==> src/rtl/decode_stage.sv <==
// Purpose: MIPS-style ID stage: register file with write-back bypass, control
//          decode, sign extension, load-use stall detection and ID/EX register.
// Latency: 1 cycle from IF/ID to all *_id_ex outputs; stall is combinational.
// Backpressure: stall holds PC and IF/ID upstream; a bubble enters ID/EX on stall or flush.
// Ports: clk/reset (sync, active-high); IF/ID instruction and PC+4; flush;
//        write-back port (wb_*); stall out; registered ID/EX operands, offset, PC+4,
//        rt/rd indices and control bits.
module decode_stage (
    input  logic        clk,
    input  logic        reset,
    input  logic [31:0] instruction_if_id,
    input  logic [31:0] supposed_next_address_if_id,
    input  logic        flush,
    input  logic        wb_reg_write,
    input  logic [4:0]  wb_write_register,
    input  logic [31:0] wb_write_data,
    output logic        stall,
    output logic [31:0] read_data_1_id_ex,
    output logic [31:0] read_data_2_id_ex,
    output logic [31:0] extended_branch_offset_id_ex,
    output logic [31:0] supposed_next_address_id_ex,
    output logic [4:0]  next_instruction_20_16_id_ex,
    output logic [4:0]  next_instruction_15_11_id_ex,
    output logic [1:0]  ctrl_aluOp_id_ex,
    output logic        ctrl_aluSrc_id_ex,
    output logic        ctrl_regDest_id_ex,
    output logic        ctrl_memRead_id_ex,
    output logic        ctrl_memWrite_id_ex,
    output logic        ctrl_memToReg_id_ex,
    output logic        ctrl_regWrite_id_ex,
    output logic        ctrl_branch_id_ex
);

    logic [31:0] regs [0:31];

    logic [5:0]  opcode;
    logic [4:0]  rs;
    logic [4:0]  rt;
    logic [4:0]  rd;
    logic        wb_active;
    logic [31:0] rs_data;
    logic [31:0] rt_data;

    assign opcode    = instruction_if_id[31:26];
    assign rs        = instruction_if_id[25:21];
    assign rt        = instruction_if_id[20:16];
    assign rd        = instruction_if_id[15:11];
    assign wb_active = wb_reg_write && (wb_write_register != 5'd0);

    // Register read with same-cycle write-back forwarding; r0 is hardwired to zero.
    always_comb begin
        rs_data = regs[rs];
        rt_data = regs[rt];
        if (wb_active && (wb_write_register == rs)) rs_data = wb_write_data;
        if (wb_active && (wb_write_register == rt)) rt_data = wb_write_data;
        if (rs == 5'd0) rs_data = 32'd0;
        if (rt == 5'd0) rt_data = 32'd0;
    end

    // Control decode: {regDest, aluSrc, memToReg, regWrite, memRead, memWrite, branch, aluOp[1:0]}
    logic [8:0] ctrl;
    always_comb begin
        ctrl = 9'b0;
        case (opcode)
            6'b000000: ctrl = 9'b1_0_0_1_0_0_0_10;
            6'b100011: ctrl = 9'b0_1_1_1_1_0_0_00;
            6'b101011: ctrl = 9'b0_1_0_0_0_1_0_00;
            6'b000100: ctrl = 9'b0_0_0_0_0_0_1_01;
            6'b001000: ctrl = 9'b0_1_0_1_0_0_0_00;
            default:   ctrl = 9'b0;
        endcase
    end

    // Load-use: the load now in ID/EX targets a register this instruction reads.
    // Once the bubble is in ID/EX, memRead drops and the stall releases itself.
    assign stall = !reset && !flush && ctrl_memRead_id_ex &&
                   (next_instruction_20_16_id_ex != 5'd0) &&
                   ((next_instruction_20_16_id_ex == rs) ||
                    (next_instruction_20_16_id_ex == rt));

    logic bubble;
    assign bubble = flush || stall;

    always_ff @(posedge clk) begin
        if (reset) begin
            for (int i = 0; i < 32; i++) regs[i] <= 32'd0;
            read_data_1_id_ex            <= 32'd0;
            read_data_2_id_ex            <= 32'd0;
            extended_branch_offset_id_ex <= 32'd0;
            supposed_next_address_id_ex  <= 32'd0;
            next_instruction_20_16_id_ex <= 5'd0;
            next_instruction_15_11_id_ex <= 5'd0;
            ctrl_regDest_id_ex           <= 1'b0;
            ctrl_aluSrc_id_ex            <= 1'b0;
            ctrl_memToReg_id_ex          <= 1'b0;
            ctrl_regWrite_id_ex          <= 1'b0;
            ctrl_memRead_id_ex           <= 1'b0;
            ctrl_memWrite_id_ex          <= 1'b0;
            ctrl_branch_id_ex            <= 1'b0;
            ctrl_aluOp_id_ex             <= 2'b00;
        end else begin
            if (wb_active) regs[wb_write_register] <= wb_write_data;
            read_data_1_id_ex            <= rs_data;
            read_data_2_id_ex            <= rt_data;
            extended_branch_offset_id_ex <= {{16{instruction_if_id[15]}}, instruction_if_id[15:0]};
            supposed_next_address_id_ex  <= supposed_next_address_if_id;
            next_instruction_20_16_id_ex <= rt;
            next_instruction_15_11_id_ex <= rd;
            // Data fields load regardless; only control is squashed into a bubble.
            {ctrl_regDest_id_ex, ctrl_aluSrc_id_ex, ctrl_memToReg_id_ex,
             ctrl_regWrite_id_ex, ctrl_memRead_id_ex, ctrl_memWrite_id_ex,
             ctrl_branch_id_ex, ctrl_aluOp_id_ex} <= bubble ? 9'b0 : ctrl;
        end
    end

endmodule

==> config.mk <==
export PLATFORM = sky130hd
export DESIGN_NAME = decode_stage
export DESIGN_NICKNAME = d
export VERILOG_FILES = /design/src/rtl/decode_stage.sv
export SDC_FILE = /design/constraint.sdc
export NUM_CORES = 2
export LEC_CHECK = 0
export CAP_MARGIN = 10
export CELL_PAD_IN_SITES_DETAIL_PLACEMENT = 1
export CELL_PAD_IN_SITES_GLOBAL_PLACEMENT = 1
export CORE_MARGIN = 2
export CORE_UTILIZATION = 52
export DETAILED_ROUTE_END_ITERATION = 7
export PLACE_DENSITY_LB_ADDON = 0.1
export SLEW_MARGIN = 15
export SYNTH_ARGS = -nofsm -noshare
export SYNTH_HDL_FRONTEND = slang
export SYNTH_SLANG_ARGS = --single-unit
==> constraint.sdc <==
create_clock -name clk -period 2.7 [get_ports clk]
set_clock_uncertainty 0.05 [all_clocks]
set_input_delay 0.27 -clock clk [delete_from_list [all_inputs] [get_ports clk]]
set_output_delay 0.27 -clock clk [all_outputs]
set_load 0.05 [all_outputs]
==> results.md <==
- Antenna Violating Nets Remaining: 0
- Number of CTS-inserted buffers: 132
- Synth warn: 0
- Die width: 338 microns
- Placed cell count: 5649
- Synth-to-Final Area Change: 20.7%
- CP Capture Type: primary output
- Post-synth EDFFs: 1024
- Asr flop ratio synth: 0%
- Post-synth top flop: edfxtp_1
- Final Non-Filler Cells: 5909
- Post-DR wirelength/cell: 38.2 microns
- Max-slew violation count: 0
- Comb power frac: 14.0%
- Fin crit period: 2.59 ns
- Worst Path Arrival: 2.27 ns
- Via count: 40700
- Crit path capture: extended_branch_offset_id_ex[22]
- Rows: 122
- Die Height: 338 microns
- LEAKAGE: 25.1 nW
- GRT busiest layer: met2
- Max frequency: 386 MHz
- Rel. slew slack: 21.6%
- Share of cells above drive strength 1: 27.0%
- Levels on crit path: 1
- Clock buffer depth: 3
- Worst hold path type: in -> reg
- Grt ovf: 0
- Critical Path Source Type: flop
- Die footprint: 114000 sq um
- R2R Path Start: regs[10][3]
- Pwr per Cell Area: 648 nW/um^2
- Clock sinks: 1147
- Num ports: 253
- Flop pwr share: 46.4%
- R2R setup slack: 0.33 ns
- Largest net degree at the start of global routing: 66
- Syn Inst Count: 3905
- Status: finished, final reports clean
- Final wirelength: 226 mm
- Synthesized area: 57800 sq um
- Critical path peak fanout: 18
- Starting Density: 52.3%
- Worst Tran Pin Value: 1.17 ns
- Switching share of power: 25.9%
- Clock power frac: 39.6%
- Register area share after synthesis: 57.4%
- Gr usage total: 39.9%
- CTS tree: built
- Worst flop-to-flop path endpoint: read_data_1_id_ex[3]
- Final #Nets: 4414
- CP bufs+invs: 1
- VDD IR max: 0.708 mV
- Hold Fails Final Rpt: 0
- Yosys cell types: 45
- Internal power: 33.5 mW
- Core ar.: 111000 sq um
- Required time worst endpoint: 2.38 ns
- CTS Root Cell: clkbuf_16
- Max-cap violation count: 0
- Cell Chain, Critical Path: clkdlybuf4s50_1
- CP startpoint: extended_branch_offset_id_ex[15]
- Final Setup Violations: 0
- First-pass GRT wire length: 316 mm
- NetSw: 11.7 mW
- Initial DRC count: 5409
- Top cell family by delay on the critical path: buffers and inverters
- R2R depth: 4
- Via density: 6.88
- Slowest stage cell, crit path: clkdlybuf4s50_1
- Routing usage on met1: 49.5%
- GPL Wtd Cong: 0.928
- PortBufs: 252
- Setup TNS: 0 ns
- Post-CTS setup buffer count: 0
- # DRC: 0
- Dpl hpwl: 149 mm
- Vias in the first global route: 42800
- Mean Syn Cell Area: 14.8 sq um
- Period utilisation layout: 96.0%
- Initial antenna violation count: 15
- Max incr delay on CP: 0.91 ns
- H-tree levels: 4
- GR Layer Usage met3: 8.83%
- RSZ-0062 raised after global routing: no
- First-pass DRT Iterations: 5
- Met2 Use GR: 63.4%
- Number of synthesized register bits: 1147
- Setup CP Type: reg -> out
- Clock Latency Late Sink: 0.76 ns
- Clk pin slew, worst setup/hold paths: 0.06 ns
==> synthesized netlist by cell type (19+ instances only) <==
cell	number	area [sq um]
nor3_1	68	340
edfxtp_1	1024	30700
o41ai_2	30	488
or2_2	31	194
a22o_1	32	280
and2_1	995	6220
o22ai_1	161	1010
nor4_1	37	231
mux4_2	448	10100
o221a_2	22	248
buf_1	19	71.3
a22oi_1	32	240
nor2_1	67	251
a211oi_1	34	255
buf_4	33	248
buf_2	83	415
o211a_1	32	320
nor2b_1	87	544
nand2_1	40	150
clkbuf_1	304	1140
dfxtp_1	123	2460
mux2i_1	128	1280
==> per-layer routing <==
| metal | vias to the layer above | part of all wire (%) |
|---|---|---|
| li1 | 15700 | - |
| met1 | 21200 | 35 |
| met2 | 3001 | 47 |
| met3 | 700 | 11 |
| met4 | 2 | 7.5 |
| met5 | - | 0.0071 |
==> flip-flops by register name, summed over array words and instances (netlist names) <==
register                      cells
ctrl_aluOp_id_ex                  2
ctrl_aluSrc_id_ex                 1
ctrl_memToReg_id_ex               1
ctrl_memWrite_id_ex               1
ctrl_regWrite_id_ex               1
extended_branch_offset_id_ex     16
next_instruction_20_16_id_ex      5
read_data_1_id_ex                32
read_data_2_id_ex                32
regs                           1024
supposed_next_address_id_ex      32
==> timing repair <==
item | CTS | global route
resized for setup | 0 | 4
hold buffers | 13 | 0
endpoints found under the hold margin | 13 | 0
setup endpoints to repair | 0 | 19
==> layout make-up <==
cell class                      count  area (sq um)
Antenna cell                        6          15.0
Clock buffer                      199          3900
Clock inverter                     41           363
Fill cell                       10000         40700
Inverter                            1          3.75
Multi-Input combinational cell   2345         23100
Sequential cell                  1147         33200
Tap cell                         1488          1860
Timing Repair Buffer              682          7380
==> worst min path at each step <==
stage / depth (start not counted) / slack [ns] / from / to
6_report: 2 / 0.03 / supposed_next_address_if_id[2] / supposed_next_address_id_ex[2]
3_5_place_dp: 2 / 0.67 / next_instruction_20_16_id_ex[4] / ctrl_aluOp_id_ex[0]
5_1_grt: 2 / 0.02 / supposed_next_address_if_id[31] / supposed_next_address_id_ex[31]
3_3_place_gp: 2 / 0.66 / next_instruction_20_16_id_ex[4] / ctrl_aluOp_id_ex[0]
2_1_floorplan: 2 / 0.34 / instruction_if_id[28] / ctrl_aluOp_id_ex[0]
4_1_cts: 2 / 0.0007 / supposed_next_address_if_id[31] / supposed_next_address_id_ex[31]
==> placed cells by master (no fill, tap or decap), drive strengths merged, types with 3 or more instances in the layout <==
master,synthesis,final
edfxtp,1024,1024
and2,995,995
mux4,448,448
buf,138,426
clkdlybuf4s50,0,240
clkbuf,305,199
o22ai,161,161
mux2i,128,128
dfxtp,123,123
nor2b,87,87
nor3,69,69
nor2,67,67
nand2,40,40
nor4,37,37
a211oi,34,34
or2,32,32
a22o,32,32
a22oi,32,32
o211a,32,32
conb,1,32
o41ai,32,32
o221a,32,32
clkinv,0,32
xnor2,14,14
dlygate4sd3,0,13
nand3b,9,9
nand3,7,7
diode,0,6
bufinv,0,6
xor2,5,5
or3,5,5
or3b,3,3
dlymetal6s2s,0,3
nand2b,3,3
==> logic make-up (layout without fill, tap and decap cells) <==
group / after synthesis / after routing / share of synthesized area, %
and+or+nand+nor: 1358 / 1358 / 14.1
xor gates and xnor gates: 19 / 19 / 0.288
other: 1 / 38 / 0.00648
DFF: 1147 / 1147 / 57.4
muxes: 576 / 576 / 19.7
buffers and inverters: 444 / 923 / 3.32
AOI/OAI and AO/OA: 360 / 360 / 5.20
==> power by group through the flow <==
stage	combinational, mW	clock (mW)	sequential, mW
after floorplan	2.93	0	21.5
after global placement	6.06	0	21.1
after CTS	6.24	18.0	20.9
final	6.33	17.9	21.0
after detailed placement	6.17	0	21.3
after global routing	6.47	18.6	21.0
==> metrics by stage <==
stage	util, %	worst slack, ns	total power [mW]	area (sq um)	hold WS [ns]
after floorplan	-	0.385	24.5	58000	0.341
after global placement	59.1	-0.123	27.2	65400	0.663
after detailed placement	59.1	-0.149	27.5	65400	0.670
after CTS	63.1	0.00731	45.2	69700	0.000703
after global routing	63.1	0.0167	46.1	69800	0.0212
final	63.2	0.107	45.2	69800	0.0317
Power figures use the tool's default switching activity.
